$ cat src/rtl/regfile_write_arbiter_if.sv
// Register-file write types and the requester/register-file bus shared by the write arbiter.
// master = requester side, slave = arbiter side.
package regfile_write_arbiter_pkg;
   typedef enum logic [1:0] {
      REG_NOP   = 2'd0,
      REG_WRITE = 2'd1
   } registers_op_e;

   typedef enum logic [1:0] {
      REG_0 = 2'd0,
      REG_1 = 2'd1,
      REG_2 = 2'd2,
      REG_3 = 2'd3
   } register_sel_e;
endpackage

interface regfile_write_arbiter_if #(
   parameter int unsigned NUM_REQ        = 3,
   parameter int unsigned DATA_BUS_WIDTH = 8
);
   import regfile_write_arbiter_pkg::*;

   logic [NUM_REQ-1:0]                req_valid;
   logic [2*NUM_REQ-1:0]              req_sel;
   logic [DATA_BUS_WIDTH*NUM_REQ-1:0] req_data;
   logic [NUM_REQ-1:0]                req_lock;
   logic [NUM_REQ-1:0]                req_ready;
   registers_op_e                     reg_op;
   register_sel_e                     reg_in_sel;
   logic [DATA_BUS_WIDTH-1:0]         reg_data_in;
   logic [3:0]                        reg_pending;

   modport master (
      output req_valid, req_sel, req_data, req_lock,
      input  req_ready, reg_op, reg_in_sel, reg_data_in, reg_pending
   );

   modport slave (
      input  req_valid, req_sel, req_data, req_lock,
      output req_ready, reg_op, reg_in_sel, reg_data_in, reg_pending
   );
endinterface

$ cat src/rtl/regfile_write_arbiter.sv
// Round-robin arbiter sharing the register file write port between NUM_REQ requesters.
// Define ARB_LOCK_EN to let a requester hold the port for a burst via req_lock.
module regfile_write_arbiter
   import regfile_write_arbiter_pkg::*;
#(
   parameter int unsigned DATA_BUS_WIDTH = 8,
   parameter int unsigned NUM_REQ        = 3
) (
   input  logic                  clock,
   input  logic                  reset,
   input  logic                  stall,
   regfile_write_arbiter_if.slave bus
);

   localparam int unsigned PTR_W = (NUM_REQ > 1) ? $clog2(NUM_REQ) : 1;

   logic [PTR_W-1:0]          ptr;
   logic [PTR_W-1:0]          ptr_nxt;
   logic                      found;
   logic [PTR_W-1:0]          rr_idx;
   logic                      cand;
   logic [PTR_W-1:0]          cand_idx;
   logic                      xfer;
   register_sel_e             cand_sel;
   logic [DATA_BUS_WIDTH-1:0] cand_data;
   int unsigned               idx;

   function automatic logic [PTR_W-1:0] ptr_inc(input logic [PTR_W-1:0] p);
      return (32'(p) == NUM_REQ - 1) ? '0 : p + PTR_W'(1);
   endfunction

   // First valid requester at or after the pointer, wrapping modulo NUM_REQ.
   always_comb begin
      found  = 1'b0;
      rr_idx = '0;
      idx    = 0;
      for (int unsigned k = 0; k < NUM_REQ; k++) begin
         idx = 32'(ptr) + k;
         if (idx >= NUM_REQ) idx = idx - NUM_REQ;
         if (!found && bus.req_valid[idx]) begin
            found  = 1'b1;
            rr_idx = PTR_W'(idx);
         end
      end
   end

`ifdef ARB_LOCK_EN
   logic             lock_vld;
   logic [PTR_W-1:0] lock_id;
   logic             lock_vld_nxt;
   logic [PTR_W-1:0] lock_id_nxt;

   // A lock owner excludes everyone else, even while it is idle.
   always_comb begin
      cand     = lock_vld ? bus.req_valid[lock_id] : found;
      cand_idx = lock_vld ? lock_id : rr_idx;
   end
`else
   logic unused_lock;
   assign unused_lock = ^bus.req_lock;

   always_comb begin
      cand     = found;
      cand_idx = rr_idx;
   end
`endif

   always_comb begin
      xfer          = cand & ~stall & reset;
      bus.req_ready = xfer ? (NUM_REQ'(1) << cand_idx) : '0;
      cand_sel      = register_sel_e'(bus.req_sel[32'(cand_idx) * 2 +: 2]);
      cand_data     = bus.req_data[32'(cand_idx) * DATA_BUS_WIDTH +: DATA_BUS_WIDTH];
   end

   // Pointer and lock-ownership next state.
   always_comb begin
      ptr_nxt = ptr;
      if (xfer) ptr_nxt = ptr_inc(cand_idx);
`ifdef ARB_LOCK_EN
      lock_vld_nxt = lock_vld;
      lock_id_nxt  = lock_id;
      if (lock_vld) begin
         if (!bus.req_lock[lock_id]) begin
            lock_vld_nxt = 1'b0;
            ptr_nxt      = ptr_inc(lock_id);
         end
      end else if (xfer && bus.req_lock[cand_idx]) begin
         lock_vld_nxt = 1'b1;
         lock_id_nxt  = cand_idx;
      end
`endif
   end

   // Staged write towards the register file, one cycle after acceptance.
   always_ff @(posedge clock or negedge reset) begin
      if (!reset) begin
         bus.reg_op      <= REG_NOP;
         bus.reg_in_sel  <= REG_0;
         bus.reg_data_in <= '0;
         bus.reg_pending <= '0;
         ptr             <= '0;
`ifdef ARB_LOCK_EN
         lock_vld        <= 1'b0;
         lock_id         <= '0;
`endif
      end else begin
         if (xfer) begin
            bus.reg_op      <= REG_WRITE;
            bus.reg_in_sel  <= cand_sel;
            bus.reg_data_in <= cand_data;
            bus.reg_pending <= 4'(1) << cand_sel;
         end else begin
            bus.reg_op      <= REG_NOP;
            bus.reg_pending <= '0;
         end
         ptr <= ptr_nxt;
`ifdef ARB_LOCK_EN
         lock_vld <= lock_vld_nxt;
         lock_id  <= lock_id_nxt;
`endif
      end
   end

endmodule

$ cat src/flat_wrapper.sv
// flat-port wrapper written by rule: the top's interface ports become plain ports
module regfile_write_arbiter_flat import regfile_write_arbiter_pkg::*;
#(
   parameter int unsigned DATA_BUS_WIDTH = 8,
   parameter int unsigned NUM_REQ        = 3
)
  (clock, reset, stall, bus_req_valid, bus_req_sel, bus_req_data, bus_req_lock, bus_req_ready, bus_reg_op, bus_reg_in_sel, bus_reg_data_in, bus_reg_pending);
  regfile_write_arbiter_if #(.NUM_REQ(NUM_REQ), .DATA_BUS_WIDTH(DATA_BUS_WIDTH)) bus_i ();
  input  logic clock;
  input  logic reset;
  input  logic stall;
  input wire logic [$bits(bus_i.req_valid)-1:0] bus_req_valid;
  input wire logic [$bits(bus_i.req_sel)-1:0] bus_req_sel;
  input wire logic [$bits(bus_i.req_data)-1:0] bus_req_data;
  input wire logic [$bits(bus_i.req_lock)-1:0] bus_req_lock;
  output wire logic [$bits(bus_i.req_ready)-1:0] bus_req_ready;
  output wire logic [$bits(bus_i.reg_op)-1:0] bus_reg_op;
  output wire logic [$bits(bus_i.reg_in_sel)-1:0] bus_reg_in_sel;
  output wire logic [$bits(bus_i.reg_data_in)-1:0] bus_reg_data_in;
  output wire logic [$bits(bus_i.reg_pending)-1:0] bus_reg_pending;
  assign bus_i.req_valid = bus_req_valid;
  assign bus_i.req_sel = bus_req_sel;
  assign bus_i.req_data = bus_req_data;
  assign bus_i.req_lock = bus_req_lock;
  assign bus_req_ready = bus_i.req_ready;
  assign bus_reg_op = bus_i.reg_op;
  assign bus_reg_in_sel = bus_i.reg_in_sel;
  assign bus_reg_data_in = bus_i.reg_data_in;
  assign bus_reg_pending = bus_i.reg_pending;
  regfile_write_arbiter #(.DATA_BUS_WIDTH(DATA_BUS_WIDTH), .NUM_REQ(NUM_REQ)) u_core (.clock(clock), .reset(reset), .stall(stall), .bus(bus_i));
endmodule
$ cat config.mk
export PLATFORM = sky130hd
export DESIGN_NAME = regfile_write_arbiter_flat
export DESIGN_NICKNAME = d
export VERILOG_FILES = /design/src/rtl/regfile_write_arbiter_if.sv /design/src/rtl/regfile_write_arbiter.sv /design/src/flat_wrapper.sv
export SDC_FILE = /design/constraint.sdc
export NUM_CORES = 1
export LEC_CHECK = 0
export ABC_AREA = 1
export CELL_PAD_IN_SITES_DETAIL_PLACEMENT = 0
export CELL_PAD_IN_SITES_GLOBAL_PLACEMENT = 1
export CORE_MARGIN = 4
export CORE_UTILIZATION = 28
export DETAILED_ROUTE_END_ITERATION = 12
export PLACE_DENSITY = 0.87
export SYNTH_ARGS = -nofsm -noshare
export SYNTH_HDL_FRONTEND = slang
export SYNTH_SLANG_ARGS = --single-unit
$ cat constraint.sdc
create_clock -name clock -period 2.6 [get_ports clock]
set_clock_uncertainty 0.05 [all_clocks]
set_input_delay 0.39 -clock clock [delete_from_list [all_inputs] [get_ports clock]]
set_output_delay 0.39 -clock clock [all_outputs]
set_load 0.05 [all_outputs]
Word-level counts from Yosys, hierarchy flattened
Index checks and enable logic that the tools add are counted.
{"block": "totals", "memories": 0, "latchBits": 0, "inputBits": 39, "output_inout_bits": 19, "rom_bits": 0, "mem_bits_rw": 0, "reg_bits": 17, "word_cells": 48}
{"block": "classes", "n_bitwise": 3, "n_reduce_logical": 4, "eq_ne": 1, "shift": 4, "mul": 0, "magnitude_cmp": 6, "div": 0, "muxes": 19, "add_sub_neg": 6}
{"op": "32-bit by 3-bit < comparator with 1-bit output, second input constant", "n": 3}
{"op": "32-bit 2-to-1 mux", "n": 3}
{"op": "32-bit by 2-bit greater-or-equal comparator with 1-bit output, second input constant", "n": 2}
{"op": "32-bit by 2-bit subtractor with 32-bit output, second input constant", "n": 2}
{"op": "24-bit by 6-bit variable part select with 8-bit output", "n": 1}
{"op": "2-bit 2-to-1 mux", "n": 4}
{"op": "1-bit 2-to-1 mux", "n": 7}
{"op": "1-bit binary-select mux with 2-bit select", "n": 3}
{"op": "6-bit by 4-bit variable part select with 2-bit output", "n": 1}
{"op": "4-bit 2-to-1 mux", "n": 1}
{"op": "1-bit by 2-bit << shifter with 4-bit output, first input constant", "n": 1}
{"op": "2-bit by 1-bit adder with 3-bit output, second input constant", "n": 1}
{"op": "2-bit by 2-bit adder with 3-bit output, second input constant", "n": 1}
{"op": "3-bit 2-to-1 mux", "n": 1}
{"op": "1-bit by 2-bit << shifter with 3-bit output, first input constant", "n": 1}
{"op": "2-bit by 2-bit subtractor with 3-bit output, second input constant", "n": 1}
{"op": "2-bit by 1-bit adder with 2-bit output, second input constant", "n": 1}
{"op": "1-bit bitwise AND", "n": 2}
{"op": "2-bit == test, second input constant", "n": 1}
{"op": "2-bit greater-or-equal comparator, second input constant", "n": 1}
{"op": "1-bit logical AND", "n": 2}
{"op": "1-bit zero test", "n": 2}
{"op": "1-bit NOT", "n": 1}

Longest topological paths before layout
Gate-level depths: netlist of run 1.
{"block": "depth", "depth_word": 14, "ltp_mapped": 16, "ltp_nobuf": 15}

Least setup slack after synthesis of run 1
OpenSTA, ideal clock, no wires.
{"block": "synth_timing", "path_type": "reg2out", "start": "register u_core.ptr[0]", "end": "output port bus_req_ready[1]", "required_time_ps": 2160, "path_buffers": 2, "t_arrival_ps": 2355, "slack_ps": -195, "stages_incl_launch_ff": 10, "cell_sequence": "dfrtp_1 > inv_1 > ha_1 > buf_4 > o21ai_0 > nand2_2 > nand4_1 > nand2_2 > buf_4 > a31oi_1"}
{"block": "synth_via", "elab_chain_len": 14, "elab_cells_between_ends": 31, "classes_between": "add/sub (5); order compare (3); shift (1); mux (16); bitwise (2); reduce/logical (4)"}
{"element": "start, declared", "line": "regfile_write_arbiter.sv:17", "rtl": "logic [PTR_W-1:0] ptr;"}
{"element": "start signal, assigned", "line": "regfile_write_arbiter.sv:116", "rtl": "ptr <= ptr_nxt;"}
{"element": "branches (longest 13 deep; another with 32-bit by 2-bit subtractor with 32-bit output)"}
{"element": "3-bit 2-to-1 mux (*)", "line": "regfile_write_arbiter.sv:70", "rtl": "bus.req_ready = xfer ? (NUM_REQ'(1) << cand_idx) : '0;"}
{"element": "end, declared", "line": "flat_wrapper.sv:16", "rtl": "output wire logic [$bits(bus_i.req_ready)-1:0] bus_req_ready;"}
Mark *: on every way between the ends. The select of a mux whose other input is x is not followed.

Final worst setup path of run 1
{"block": "layout_timing", "start": "register u_core.ptr[1]", "end": "output port bus_req_ready[2]"}
The elaborated chain is that of the path after synthesis.

==> results.toml, run 1 <==
[drt]
ant_nets = 0
drc = 0
drt_wl_total_um = 3640
dr.first_iter.drc_count = 97
via_count = 1378
routedWlPerCell_um = 12.1
drt_first_pass_iters = 4
viasPerCell = 4.56

[cts]
cts-root-buf = "clkbuf_8"
postCtsHoldBufs = 0
cts_max_path_buffers = 2
clkTransAtPathRegs_ns = 0.07
insertion_delay_ns = 0.25
cts_tree = "built"
htree_levels = 1
cts_buffers = 3
clock-sinks = 17

[synthesis]
synth.most_common_cell = "nand2_1"
yosys.area.top_type = "dfrtp_1"
ys_top_cells_by_count = "nand2_1, nand3_1, dfrtp_1"
synth_seq_cells = 17
synth.distinct_cells = 26
yosys_warnings = 0
seq_area_frac_synth_pct = 32.6
synthTopCellsByArea = "dfrtp_1, nand2_1, nand3_1"
synth_fa_ha_area_share_pct = 3.84
async_flop_share_pct = 100
synth_nets = 231
synth_top_family_by_area = "simple AND/OR/NAND/NOR gates"
synth_xor_area_share_pct = 0
synthMuxAreaShare_pct = 0
syn_area_um2 = 1310
synth_top_area_share_pct = 32.6
synth_edf_count = 0
syn_area_per_cell_um2 = 6.94
syn_inst = 188
synth_compound_area_share_pct = 4.51
yosys.area_share.simple_pct = 49.6
dominantRegCellSynth = "dfrtp_1"

[floorplanning]
pin_count = 58
die_y_um = 76.3
dieArea_um2 = 5820
num_rows = 24
initial_core_util_pct = 29.4
die_x_um = 76.3
coreArea_um2 = 4440

[sta]
fin_hold_ws_ns = 0.433
hold_viol_final = 0
worst_pin_slew_ns = 0.515
rsz0062_at_grt = "false"
slew_headroom_pct = 65.5
fin_crit_ns = 2.43
max_freq_ghz = 0.411
period_share_pct = 93.6
setup-tns-final_ns = 0
report.final.slew_viol_count = 0
setup_viol = 0

[power]
power.total_mw = 2.78
p_leak_nw = 0.998
power_density_nw_per_um2 = 1350
vdd_drop_max_mv = 0.452

[setup_path]
r2r-end = "u_core.bus.reg_data_in[1]$_DFFE_PN0P_"
critPathRequiredTime_ns = 2.16
cp_cell_sequence = "ha_4 > inv_2 > nand2_1 > nand3_1 > nand2_2 > nand4_1 > nand2_4 > buf_6 > nor2_4 > buf_12"
reg2reg_depth = 12
cp_slowest_cell = "dfrtp_1"
ff2ff_setup_slack_ns = 0.45
startpoint_type = "flip-flop"
slowest_delay_ns = 0.43
rr_startpoint = "u_core.ptr[1]$_DFFE_PN0P_"
path_class = "flip-flop to output port"
arrival_ns = 1.99
end_kind = "output port"
worst-path-max-fanout = 8

[placed_design]
place_congestion = 0.852
hpwl_um = 2870
place.port_buffers = 53

[finish]
fin_nets = 294
postLayoutCoreUtil_pct = 46.3
fill_cells = 455
drive_gt1_share_pct = 19.2
area_delta_synth_final_pct = 57.7
antenna_cells = 0

[global_route]
grt_pass1_vias = 1391
antenna_found_initial = 0
grt_start_max_net_pins = 18
overflow = 0
grt_first_pass_wirelength_um = 6150
grtUsageTotal_pct = 12.7

[run]
timing.max_cap.violations = 0

[worst_hold_path]
min_path_type = "input pin to async pin"

[run_status]
status = "completed"
-- registers in the layout (all words and copies together) (netlist names) --
name and flops:
u_core.bus.reg_data_in 8, u_core.bus.reg_pending 4, u_core.bus.reg_in_sel 2, u_core.ptr 2, u_core.bus.reg_op 1
-- worst max path at each step --
stage / end / from
after floorplan: bus_req_ready[1] / u_core.ptr[0]$_DFFE_PN0P_
after global placement: bus_req_ready[2] / bus_req_valid[2]
after detailed placement: bus_req_ready[2] / bus_req_valid[2]
after CTS: bus_req_ready[2] / u_core.ptr[1]$_DFFE_PN0P_
after global routing: bus_req_ready[2] / u_core.ptr[0]$_DFFE_PN0P_
final: bus_req_ready[2] / u_core.ptr[1]$_DFFE_PN0P_
-- report_power, final --
group          switching (mW)  total, mW  internal, mW
logic                    1.37       2.13         0.764
registers              0.0638      0.442         0.379
clock network          0.0933      0.200         0.106
total                    1.53       2.78          1.25
-- layout make-up --
class                   instances  area [um2]  area share [%]
inverters                      19        71.3            3.47
flip-flops and latches         17         425            20.7
clock buffers                   3        41.3            2.01
repair buffers                 63         639            31.1
well taps                      52        65.1            3.16
clock inverters                 1        5.00           0.243
multi-input cells             147         811            39.4
-- critical path: cells and delay by family, from the launching register on --
kind          cells  cell delay [ns]
simple gates      6             0.60
flops             1             0.43
buf+inv           3             0.36
fa+ha+maj         1             0.35
-- cells in the final DEF, fill, tap and decap left out, drive strengths merged --
master / synthesis / routed
inv: 19 / 19
dfrtp: 17 / 17
nand2: 81 / 81
nand3: 28 / 28
nor3: 1 / 1
conb: 1 / 1
nand3b: 3 / 3
o21ai: 2 / 2
a31oi: 2 / 2
o22ai: 2 / 2
a21oi: 4 / 4
clkbuf: 0 / 3
clkinv: 0 / 1
buf: 5 / 13
ha: 4 / 4
clkdlybuf4s50: 0 / 50
nor2: 15 / 15
nand4: 4 / 4
-- cell families (layout without fill, tap and decap cells) --
group | count (synthesis) | count (layout)
buffers and inverters | 24 | 86
adders and majority gates | 4 | 4
and+or+nand+nor | 132 | 132
AOI/OAI and AO/OA | 10 | 10
DFF | 17 | 17
other | 1 | 1
-- timing repair --
item | CTS | global route
endpoints found under the setup margin | 3 | 2
resized for setup | 6 | 7
pin swaps | 1 | 3
buffers inserted | 0 | 5
endpoints found under the hold margin | 0 | 0
-- routing by layer --
metal | GRT usage, % | up-vias | part of all wire, %
met5 | 0 | - | 0
met4 | 2.72 | 0 | 0.52
met3 | 4.61 | 4 | 8.1
met2 | 21.7 | 44 | 48
met1 | 15.2 | 610 | 43
li1 | - | 720 | -
-- through the flow --
stage	std cells	worst slack, ns	instance area, um2
3_3_place_gp	293	0.0870	1930
2_1_floorplan	188	0.0830	1320
3_5_place_dp	293	0.0734	1930
4_1_cts	297	0.00423	2000
6_report	302	0.166	2060
5_1_grt	302	0.0117	2060
No activity file was read; power rests on OpenSTA's default activity.
==> run 2: changes to the inputs <==
clock period = 2.7 ns   (was 2.6 ns; I/O delays follow)
==> run 2 against run 1 <==
Via count decreased by 1.5%. Critical path type unchanged. Clock power shrank 4%. Combinational power decreased by 6%. Wire length is 1.3% higher. Hold slack better by 0.012 ns. Non-clock buffer count is 3 lower. First-iteration DRC count grew 1.0%. Critical path depth stayed put. Largest power group unchanged. Global-route usage shrank 0.078 points. Power decreased by 5.3%. Core utilization fell by 0.76 points.
==> results.toml, run 2 (synthesized netlist as in run 1, its figures left out) <==
[setup_path]
cp_cell_sequence = "buf_4 > ha_1 > o21ai_2 > nand2_4 > nand4_1 > nand2_2 > nor2_4 > inv_1 > nor2_2 > buf_12"
reg2reg_depth = 13
r2r-end = "u_core.bus.reg_data_in[2]$_DFFE_PN0P_"
path_class = "flip-flop to output port"
critical_path_buf_inv_count = 3
ff2ff_setup_slack_ns = 0.48
critPathRequiredTime_ns = 2.25
end_kind = "output port"
crit_family = "simple AND/OR/NAND/NOR gates"
worst-path-max-fanout = 8
startpoint_type = "flip-flop"
rr_startpoint = "u_core.ptr[0]$_DFFE_PN0P_"
slowest_delay_ns = 0.43
cp_slowest_cell = "dfrtp_1"
arrival_ns = 2.12

[cts]
htree_levels = 1
insertion_delay_ns = 0.25
cts_buffers = 3
cts-root-buf = "clkbuf_8"
clkTransAtPathRegs_ns = 0.07
cts_tree = "built"
clock-sinks = 17
cts_max_path_buffers = 2

[run]
timing.max_cap.violations = 0

[power]
p_sw_share_pct = 55.1
combPwrFrac_pct = 76.5
p_switching_mw = 1.45
p_int_mw = 1.18
power_density_nw_per_um2 = 1300
p_leak_nw = 0.977
p_clk_share_pct = 7.3
power.total_mw = 2.63
vdd_drop_max_mv = 0.583
p_seq_share_pct = 16.1

[floorplanning]
die_y_um = 76.3
initial_core_util_pct = 29.4
die_x_um = 76.3
coreArea_um2 = 4440
num_rows = 24
dieArea_um2 = 5820
pin_count = 58

[worst_hold_path]
holdPathStages = 2
min_path_type = "flip-flop to flip-flop"
hold_start = "u_core.bus.reg_in_sel[1]$_DFFE_PN0P_"
hold_end = "u_core.bus.reg_in_sel[1]$_DFFE_PN0P_"

[placed_design]
pre_cts_ws_ns = 0.159
place_congestion = 0.858
place.port_buffers = 53
hpwl_um = 2810
place_inst = 293

[finish]
area_delta_synth_final_pct = 55.1
largest-register = "u_core.bus.reg_data_in"
fill_cells = 461
antenna_cells = 0
mostFrequentLayoutCell = "nand2_1"
drive_gt1_share_pct = 17.8
mostFrequentLayoutCells = "nand2_1, clkdlybuf4s50_1, nand3_1"
top_regs = "u_core.bus.reg_data_in (8), u_core.bus.reg_pending (4)"
instances_no_fill = 299
largest_reg_flops = 8
fin_nets = 291

[global_route]
grtUsageTotal_pct = 12.6
grt_start_max_net_pins = 18
overflow = 0
grt_first_pass_wirelength_um = 6020
antenna_found_initial = 0
grt_pass1_vias = 1298

[sta]
setup_viol = 0
rsz0062_at_grt = "false"
max_freq_ghz = 0.388
setup_ws_ns = 0.122
report.final.slew_viol_count = 0
slew_headroom_pct = 65.4
worst_pin_slew_ns = 0.517
hold_viol_final = 0
fin_crit_ns = 2.58
setup-tns-final_ns = 0
period_share_pct = 95.5

[drt]
drt_wl_total_um = 3690
drt_first_pass_iters = 4
dr.first_iter.drc_count = 98
routedWlPerCell_um = 12.3
drc = 0
viasPerCell = 4.54
ant_nets = 0
via_count = 1358

[run_status]
status = "completed"
run 2: worst reg2reg max path, stage by stage (launching register included):
cell	delay, ns
dfrtp_1	0.43
inv_2	0.09
ha_4	0.34
inv_2	0.07
nand2_1	0.06
nand3_1	0.07
nand2_2	0.13
nand4_1	0.12
nand2_2	0.17
buf_4	0.17
inv_2	0.12
nand3_1	0.11
nand2_1	0.05
nand3b_1	0.15
run 2: layout make-up:
type	instances	area, um2	share of cell area (%)
Multi-Input combinational cell	147	805	39.7
Tap cell	52	65.1	3.21
Clock buffer	4	45.0	2.22
Sequential cell	17	425	21.0
Inverter	19	71.3	3.52
Timing Repair Buffer	60	613	30.3
run 2: worst max path at each step:
stage / from / to / slack (ns) / cells past startpoint
5_1_grt: u_core.ptr[0]$_DFFE_PN0P_ / bus_req_ready[0] / 0.008 / 12
4_1_cts: u_core.ptr[0]$_DFFE_PN0P_ / bus_req_ready[0] / 0.02 / 12
6_report: u_core.ptr[0]$_DFFE_PN0P_ / bus_req_ready[0] / 0.12 / 10
3_5_place_dp: u_core.ptr[0]$_DFFE_PN0P_ / bus_req_ready[2] / 0.16 / 11
2_1_floorplan: u_core.ptr[0]$_DFFE_PN0P_ / bus_req_ready[2] / 0.04 / 9
3_3_place_gp: u_core.ptr[0]$_DFFE_PN0P_ / bus_req_ready[2] / 0.17 / 11
run 2: power groups by stage:
stage	combinational, mW	clock, mW	sequential, mW
6_report	2.01	0.193	0.424
5_1_grt	2.21	0.210	0.438
4_1_cts	1.95	0.197	0.418
3_5_place_dp	1.93	0	0.421
3_3_place_gp	1.92	0	0.423
2_1_floorplan	1.09	0	0.751
run 2: per-stage QoR:
stage,cell area [um2],hold WS (ns),util (%)
5_1_grt,2020,0.498,45.6
3_3_place_gp,1930,0.422,43.4
6_report,2020,0.444,45.6
2_1_floorplan,1310,0.0594,-
3_5_place_dp,1930,0.427,43.4
4_1_cts,1980,0.450,44.5
run 2: timing repair:
action,CTS,global route
hold buffers,0,0
resized for setup,2,8
setup endpoints to repair,2,3
buffers inserted,0,2
pin swaps,0,3
run 2: per-layer routing:
layer	global-route usage [%]	share of wire, %
met1	16.0	42
met4	1.63	0.41
met5	0	0
met3	5.56	11
met2	20.3	47
